$ cat config.mk
export PLATFORM = sky130hd
export DESIGN_NAME = icap_ctrl_flat
export DESIGN_NICKNAME = d
export VERILOG_FILES = /design/src/rtl/icap_ctrl_pkg.sv /design/src/rtl/icap_ctrl_if.sv /design/src/rtl/icap_bitswap.sv /design/src/rtl/icap_ctrl.sv /design/src/flat_wrapper.sv
export SDC_FILE = /design/constraint.sdc
export NUM_CORES = 1
export LEC_CHECK = 0
export ABC_AREA = 1
export CORE_MARGIN = 2
export CORE_UTILIZATION = 30
export CTS_BUF_LIST = sky130_fd_sc_hd__clkbuf_4 sky130_fd_sc_hd__clkbuf_8
export DETAILED_ROUTE_END_ITERATION = 16
export PLACE_DENSITY_LB_ADDON = 0.08
export REMOVE_ABC_BUFFERS = 1
export SETUP_SLACK_MARGIN = 0.2
export SYNTH_ARGS = -nofsm -noshare
export SYNTH_HDL_FRONTEND = slang
export SYNTH_SLANG_ARGS = --single-unit
$ cat constraint.sdc
create_clock -name CLK -period 2.3 [get_ports CLK]
set_clock_uncertainty 0.1 [all_clocks]
set_input_delay 0.69 -clock CLK [delete_from_list [all_inputs] [get_ports CLK]]
set_output_delay 0.69 -clock CLK [all_outputs]
set_load 0.01 [all_outputs]
$ cat src/rtl/icap_ctrl_pkg.sv
// icap_ctrl_pkg -- shared definitions for the ICAPE2 (X32) controller.
//   Configuration word constants, Type-1 register addresses, the
//   sequencer state type and the read-header builder.
package icap_ctrl_pkg;

  localparam logic [31:0] W_DUMMY      = 32'hFFFF_FFFF;
  localparam logic [31:0] W_SYNC       = 32'hAA99_5566;
  localparam logic [31:0] W_NOOP       = 32'h2000_0000;
  localparam logic [31:0] W_WBSTAR_HDR = 32'h3002_0001;
  localparam logic [31:0] W_CMD_HDR    = 32'h3000_8001;
  localparam logic [31:0] W_IPROG      = 32'h0000_000F;
  localparam logic [31:0] W_DESYNC     = 32'h0000_000D;

  localparam logic [4:0] REG_STAT    = 5'h07;
  localparam logic [4:0] REG_IDCODE  = 5'h0C;
  localparam logic [4:0] REG_BOOTSTS = 5'h16;
  localparam logic [4:0] REG_WBSTAR  = 5'h10;

  typedef enum logic [4:0] {
    ST_IDLE,
    ST_DUMMY,
    ST_SYNC,
    ST_NOOP,
    ST_HDR,
    ST_ARG,
    ST_CMD,
    ST_IPROG,
    ST_FIN_NOOP,
    ST_TURN,
    ST_WAIT,
    ST_CAP,
    ST_BACK,
    ST_DS_CMD,
    ST_DS_DESYNC,
    ST_DS_NOOP,
    ST_DONE
  } icap_state_e;

  // Type-1 read header, word count 1, for the given register address.
  function automatic logic [31:0] rd_hdr(input logic [4:0] reg_addr);
    return 32'h2800_0001 | ({27'd0, reg_addr} << 13);
  endfunction

endpackage

$ cat src/rtl/icap_ctrl_if.sv
// icap_ctrl_if -- request/response bus of icap_ctrl.
//   REBOOT_REQ/REBOOT_ADDR : warm-reboot request and WBSTAR value
//   RD_REQ/RD_REG          : configuration-register read request
//   RD_DATA/RD_VALID       : read result and its one-cycle strobe
//   BUSY/REQ_DROP          : sequencer busy, rejected-request pulse
//   master = requester side, slave = icap_ctrl side.
interface icap_ctrl_if;

  logic        REBOOT_REQ;
  logic [31:0] REBOOT_ADDR;
  logic        RD_REQ;
  logic [4:0]  RD_REG;
  logic [31:0] RD_DATA;
  logic        RD_VALID;
  logic        BUSY;
  logic        REQ_DROP;

  modport master (
    output REBOOT_REQ, REBOOT_ADDR, RD_REQ, RD_REG,
    input  RD_DATA, RD_VALID, BUSY, REQ_DROP
  );

  modport slave (
    input  REBOOT_REQ, REBOOT_ADDR, RD_REQ, RD_REG,
    output RD_DATA, RD_VALID, BUSY, REQ_DROP
  );

endinterface

$ cat src/rtl/icap_bitswap.sv
// icap_bitswap -- combinational ICAP data-path bit ordering.
//   i_data : 32-bit word in
//   o_data : 32-bit word out
// With ICAP_CTRL_BITSWAP_EN defined, bits are reversed inside each byte
// (byte positions kept), as 7-series ICAPE2 expects. Undefined, the word
// passes straight through. The mapping is its own inverse, so the same
// block serves both the write and the read direction.
module icap_bitswap (
  input  logic [31:0] i_data,
  output logic [31:0] o_data
);

`ifdef ICAP_CTRL_BITSWAP_EN
  always_comb begin
    o_data = '0;
    for (int unsigned b = 0; b < 4; b++) begin
      for (int unsigned k = 0; k < 8; k++) begin
        o_data[8*b + k] = i_data[8*b + 7 - k];
      end
    end
  end
`else
  assign o_data = i_data;
`endif

endmodule

$ cat src/rtl/icap_ctrl.sv
// icap_ctrl -- ICAPE2 (X32) sequencer for warm reboot (IPROG) and
// configuration-register reads.
//   CLK, RST    : single clock, synchronous active-high reset
//   bus         : icap_ctrl_if.slave request/response bus
//   ICAP_CSIB   : ICAPE2 chip select (active low)
//   ICAP_RDWRB  : ICAPE2 direction (1 = read)
//   ICAP_I      : word to ICAPE2
//   ICAP_O      : word from ICAPE2
// Parameter READ_LAT (1..15): cycles between CSIB low in read mode and
// the ICAP_O capture.
// Macro ICAP_CTRL_BITSWAP_EN: byte-wise bit reversal on ICAP_I/ICAP_O.
module icap_ctrl
  import icap_ctrl_pkg::*;
#(
  parameter int unsigned READ_LAT = 3
) (
  input  logic        CLK,
  input  logic        RST,
  icap_ctrl_if.slave  bus,
  output logic        ICAP_CSIB,
  output logic        ICAP_RDWRB,
  output logic [31:0] ICAP_I,
  input  logic [31:0] ICAP_O
);

  localparam logic [3:0] LAT4 = 4'(READ_LAT);

  icap_state_e r_state;
  icap_state_e w_next;

  logic        r_is_read;
  logic [31:0] r_addr;
  logic [4:0]  r_reg;
  logic [3:0]  r_cnt;
  logic [31:0] r_rd_data;
  logic        r_rd_valid;
  logic        r_drop;

  logic        w_any_req;
  logic        w_accept;
  logic        w_drop;
  logic        w_csib;
  logic        w_rdwrb;
  logic [31:0] w_word;
  logic [31:0] w_cap_data;

  assign w_any_req = bus.REBOOT_REQ | bus.RD_REQ;
  assign w_accept  = (r_state == ST_IDLE) && w_any_req;
  // Busy drops the request outright; in IDLE a simultaneous pair loses
  // the read because the reboot takes priority.
  assign w_drop    = (r_state != ST_IDLE) ? w_any_req
                                          : (bus.REBOOT_REQ & bus.RD_REQ);

  always_ff @(posedge CLK) begin
    if (RST) r_state <= ST_IDLE;
    else     r_state <= w_next;
  end

  always_comb begin
    w_next  = r_state;
    w_csib  = 1'b1;
    w_rdwrb = 1'b0;
    w_word  = W_DUMMY;
    unique case (r_state)
      ST_IDLE:      if (w_any_req) w_next = ST_DUMMY;
      ST_DUMMY:     begin w_csib = 1'b0; w_word = W_DUMMY; w_next = ST_SYNC; end
      ST_SYNC:      begin w_csib = 1'b0; w_word = W_SYNC;  w_next = ST_NOOP; end
      ST_NOOP:      begin w_csib = 1'b0; w_word = W_NOOP;  w_next = ST_HDR;  end
      ST_HDR: begin
        w_csib = 1'b0;
        w_word = r_is_read ? rd_hdr(r_reg) : W_WBSTAR_HDR;
        w_next = ST_ARG;
      end
      ST_ARG: begin
        w_csib = 1'b0;
        w_word = r_is_read ? W_NOOP : r_addr;
        w_next = ST_CMD;
      end
      ST_CMD: begin
        w_csib = 1'b0;
        w_word = r_is_read ? W_NOOP : W_CMD_HDR;
        w_next = r_is_read ? ST_TURN : ST_IPROG;
      end
      ST_IPROG:     begin w_csib = 1'b0; w_word = W_IPROG; w_next = ST_FIN_NOOP; end
      ST_FIN_NOOP:  begin w_csib = 1'b0; w_word = W_NOOP;  w_next = ST_DONE;     end
      // Direction flips only in deselected cycles (TURN, BACK).
      ST_TURN:      begin w_rdwrb = 1'b1; w_next = ST_WAIT; end
      ST_WAIT: begin
        w_csib  = 1'b0;
        w_rdwrb = 1'b1;
        if (r_cnt <= 4'd1) w_next = ST_CAP;
      end
      ST_CAP:       begin w_csib = 1'b0; w_rdwrb = 1'b1; w_next = ST_BACK; end
      ST_BACK:      w_next = ST_DS_CMD;
      ST_DS_CMD:    begin w_csib = 1'b0; w_word = W_CMD_HDR; w_next = ST_DS_DESYNC; end
      ST_DS_DESYNC: begin w_csib = 1'b0; w_word = W_DESYNC;  w_next = ST_DS_NOOP;   end
      ST_DS_NOOP:   begin w_csib = 1'b0; w_word = W_NOOP;    w_next = ST_DONE;      end
      ST_DONE:      w_next = ST_IDLE;
      default:      w_next = ST_IDLE;
    endcase
  end

  always_ff @(posedge CLK) begin
    if (RST) begin
      r_is_read  <= 1'b0;
      r_addr     <= '0;
      r_reg      <= '0;
      r_cnt      <= '0;
      r_rd_data  <= '0;
      r_rd_valid <= 1'b0;
      r_drop     <= 1'b0;
    end else begin
      if (w_accept) begin
        r_is_read <= ~bus.REBOOT_REQ;
        r_addr    <= bus.REBOOT_ADDR;
        r_reg     <= bus.RD_REG;
      end
      // Reload on TURN, count down in WAIT, saturate at zero.
      if (r_state == ST_TURN)
        r_cnt <= LAT4;
      else if (r_state == ST_WAIT && r_cnt != 4'd0)
        r_cnt <= r_cnt - 4'd1;
      if (r_state == ST_CAP)
        r_rd_data <= w_cap_data;
      r_rd_valid <= (r_state == ST_CAP);
      r_drop     <= w_drop;
    end
  end

  icap_bitswap u_swap_i (
    .i_data (w_word),
    .o_data (ICAP_I)
  );

  icap_bitswap u_swap_o (
    .i_data (ICAP_O),
    .o_data (w_cap_data)
  );

  assign ICAP_CSIB    = w_csib;
  assign ICAP_RDWRB   = w_rdwrb;
  assign bus.RD_DATA  = r_rd_data;
  assign bus.RD_VALID = r_rd_valid;
  assign bus.BUSY     = (r_state != ST_IDLE);
  assign bus.REQ_DROP = r_drop;

endmodule

$ cat src/flat_wrapper.sv
// flat-port wrapper written by rule: the top's interface ports become plain ports
module icap_ctrl_flat import icap_ctrl_pkg::*;
#(
  parameter int unsigned READ_LAT = 3
)
  (CLK, RST, ICAP_CSIB, ICAP_RDWRB, ICAP_I, ICAP_O, bus_REBOOT_REQ, bus_REBOOT_ADDR, bus_RD_REQ, bus_RD_REG, bus_RD_DATA, bus_RD_VALID, bus_BUSY, bus_REQ_DROP);
  icap_ctrl_if bus_i ();
  input  logic CLK;
  input  logic RST;
  output logic ICAP_CSIB;
  output logic ICAP_RDWRB;
  output logic [31:0] ICAP_I;
  input  logic [31:0] ICAP_O;
  input wire logic [$bits(bus_i.REBOOT_REQ)-1:0] bus_REBOOT_REQ;
  input wire logic [$bits(bus_i.REBOOT_ADDR)-1:0] bus_REBOOT_ADDR;
  input wire logic [$bits(bus_i.RD_REQ)-1:0] bus_RD_REQ;
  input wire logic [$bits(bus_i.RD_REG)-1:0] bus_RD_REG;
  output wire logic [$bits(bus_i.RD_DATA)-1:0] bus_RD_DATA;
  output wire logic [$bits(bus_i.RD_VALID)-1:0] bus_RD_VALID;
  output wire logic [$bits(bus_i.BUSY)-1:0] bus_BUSY;
  output wire logic [$bits(bus_i.REQ_DROP)-1:0] bus_REQ_DROP;
  assign bus_i.REBOOT_REQ = bus_REBOOT_REQ;
  assign bus_i.REBOOT_ADDR = bus_REBOOT_ADDR;
  assign bus_i.RD_REQ = bus_RD_REQ;
  assign bus_i.RD_REG = bus_RD_REG;
  assign bus_RD_DATA = bus_i.RD_DATA;
  assign bus_RD_VALID = bus_i.RD_VALID;
  assign bus_BUSY = bus_i.BUSY;
  assign bus_REQ_DROP = bus_i.REQ_DROP;
  icap_ctrl #(.READ_LAT(READ_LAT)) u_core (.CLK(CLK), .RST(RST), .bus(bus_i), .ICAP_CSIB(ICAP_CSIB), .ICAP_RDWRB(ICAP_RDWRB), .ICAP_I(ICAP_I), .ICAP_O(ICAP_O));
endmodule
==> impl_metrics.csv <==
group,metric,value,unit
critical_path,timing.rr.start,"u_core.r_state[1]",
critical_path,critPathMaxStageDelay,0.44,ns
sta,setup_viol,35,
power_and_ir_drop,power_frac_seq,31.6,%
layout,areaGrowthSynthToFinish,84.8,%
yosys,synth.area.top_cells,"dfxtp_1, nor2_1, o21ai_0",
sta,slew_headroom,64.1,%
yosys,synthDistinctLibCells,27,
placed_design,gp_congestion,0.903,
die,die-area,13100,um^2
die,rows,40,
critical_path,critPathArrivalTime,1.89,ns
routing,routedWlPerCell,14.7,um
status,status,"finished, violations left",
sta,finalHoldViolCount,0,
grt,grt_pass1_vias,4402,
power_and_ir_drop,p_clk_share,22.8,%
critical_path,startpoint,"u_core.r_state[0]",
critical_path,timing.rr.end,"u_core.r_cnt[2]",
grt,antenna_found_initial,0,
clocking,numClockSinks,81,
critical_path,r2r.worst_path.cells,11,
sta,fin_crit,2.68,ns
critical_path,required,1.51,ns
clocking,cts_buffer_depth,2,
clocking,cts_hold_buf,0,
yosys,syn_avg_cell_area,6.60,um^2
die,initial_core_util,30.7,%
routing,drt_pass1_iterations,4,
grt,grt_max_degree,73,
grt,overflow,0,
layout,fin_area,6790,um^2
critical_path,crit_slowest_cell,"dfxtp_4",
critical_path,end_kind,"output pin",
grt,grt_pass1_wl,20700,um
power_and_ir_drop,p_switching,0.00186,W
yosys,yosys.area.top_type_share,44.2,%
power_and_ir_drop,swShare,34.7,%
die,core,12000,um^2
power_and_ir_drop,combPwrFrac,45.7,%
worst_hold_path,hold_class,"reg2reg",
grt,grt_usage,20.1,%
yosys,ys_ff_latch,81,
grt,grt.met2_usage,32.8,%
critical_path,critical_path_class,"reg2out",
clocking,cts_tree,"built",
yosys,yosysSeqAreaShare,44.2,%
routing,via_per_inst,4.69,
routing,drc,0,
placed_design,portBuffers,141,
yosys,synth_warnings,0,
power_and_ir_drop,vdd_ir_drop_max,0.440,mV
sta,fin_crit_sh,117,%
sta,worst_slack,-0.381,ns
sta,tightest_slew,0.537,ns
critical_path,reg2reg_slack,0.45,ns
sta,fin_hold_ws,0.410,ns
critical_path,crit_chain,"nand2_4 > nor2_4 > nand2_2 > nand2_4 > nor2_4 > nand3_4 > buf_6 > buf_16 > nand2_4 > buf_6",
clocking,cts-root-buf,"clkbuf_8",
routing,vias,4285,
routing,drt-total-wl,13400,um
layout,nNetsFinal,837,
placed_design,place_area,5590,um^2
sta,drv_slew,0,
die,die_w,115,um
power_and_ir_drop,internal_power,0.00349,W
die,io-pin-count,142,
clocking,htreeDepth,3,
layout,diodes,0,
sta,fmax,373,MHz
layout,layout_commonest_cell,"nor2_1",
layout,fin_util,56.7,%
critical_path,crit_path_frequent_cell,"nand2_4",
placed_design,dpl.hpwl,8080,um
routing,ant_nets,0,
layout,drive_above_1_share,31.5,%
yosys,netlist_instances,556,
yosys,synth_area_leader_cell,"dfxtp_1",
power_and_ir_drop,power.density,788,nW/um^2
worst_hold_path,hold_start,"u_core.r_reg[0]",
flow_run,cap_violations,0,
status,violations,"negative setup slack",
grt,met1_usage,23.7,%
die,die_h,115,um
sta,rsz0062_at_grt,"true",
yosys,synth_area,3670,um^2
clocking,cts_buffers,9,
clocking,worstSkewPairLatency,0.37,ns
power_and_ir_drop,leakage,3.27,nW
grt,grt-busiest-layer,"met2",
worst_hold_path,hold_end,"u_core.r_reg[0]",
clocking,clkTransAtPathRegs,0.09,ns
critical_path,critPathMaxFanout,8,
critical_path,start_kind,"register",
grt,use_met3,7.62,%
routing,dr.first_iter.drc_count,223,
layout,layout_common_cells,"nor2_1, clkdlybuf4s50_1, dfxtp_1",
worst_hold_path,hold_depth,2,
-- cell type report --
cell class	count	area [um^2]
inverters	38	156
flip-flops and latches	81	1640
clock inverters	5	86.3
clock buffers	11	145
repair buffers	222	2300
multi-input cells	409	2270
fillers	1111	5170
well taps	147	184
-- power by group through the flow --
stage	Sequential [W]	Clock (W)	Combinational (W)
2_1_floorplan	0.00167	0	0.000704
3_3_place_gp	0.00168	0	0.00169
3_5_place_dp	0.00168	0	0.00171
4_1_cts	0.00166	0.00124	0.00221
5_1_grt	0.00171	0.00130	0.00262
6_report	0.00169	0.00122	0.00244
-- worst max-delay path, delay by kind of cell (launching register included) --
| family | cells | cell delay, ns |
|---|---|---|
| AND/OR/NAND/NOR | 7 | 0.63 |
| flip-flops | 1 | 0.44 |
| buffers and inverters | 3 | 0.43 |
-- worst max-delay path by stage --
stage               depth (start not counted)  slack (ns)          to
finish                                     10       -0.38   ICAP_I[8]
global route                               10       -0.46  ICAP_I[28]
detailed placement                          9       -0.35   ICAP_I[1]
floorplan                                   6       -0.48  ICAP_I[11]
CTS                                        11       -0.36  ICAP_I[23]
global placement                            7       -0.37  ICAP_I[14]
-- per-stage QoR --
step	TNS [ns]	power [W]	setup WS (ns)	cells
finish	-10.78	0.00535	-0.381	913
CTS	-10.43	0.00511	-0.365	905
floorplan	-15.21	0.00237	-0.475	528
global route	-13.09	0.00563	-0.456	913
global placement	-10.76	0.00337	-0.367	867
detailed placement	-10.41	0.00339	-0.347	867
-- kinds of logic after synthesis --
kind of cell	after synthesis	share of synthesized area [%]
flops	81	44.2
fa+ha+maj	3	1.02
simple gates	303	33.2
compound gates	102	14.1
xor+xnor	1	0.239
buf+inv	66	7.36
-- synthesized netlist by cell type --
master and count:
ha_1 3, dfxtp_1 81, inv_1 29, o21ai_1 10
nor2_1 171, clkbuf_2 1, nand3_1 23, nand2_2 1
nor2_2 4, a41oi_1 1, nor3_1 2, nand3_2 1
buf_4 2, a21boi_0 1, nand3b_1 1, nor3_2 1
nor2_4 1, nand2_1 93, buf_2 11, or2_2 1
o21ai_0 72, clkbuf_1 14, clkinv_1 1, a21oi_1 18
inv_2 8, xnor2_1 1, nand4_1 4
-- layer usage --
| layer | vias to the layer above | part of all wire, % | routed length (um) |
|---|---|---|---|
| li1 | 2169 | - | - |
| met1 | 1962 | 42 | 5590 |
| met2 | 124 | 49 | 6530 |
| met3 | 30 | 6.9 | 925 |
| met4 | 0 | 2.8 | 381 |
| met5 | - | 0 | 0 |
-- what timing repair did --
item                                    4_1_cts  5_1_grt
gates resized for setup                     241      105
endpoints found under the setup margin       35       49
cloned                                        4        0
pin swaps                                    12       25
buffers inserted                             18        8
Note: power is estimated with default switching activity, not from simulation.
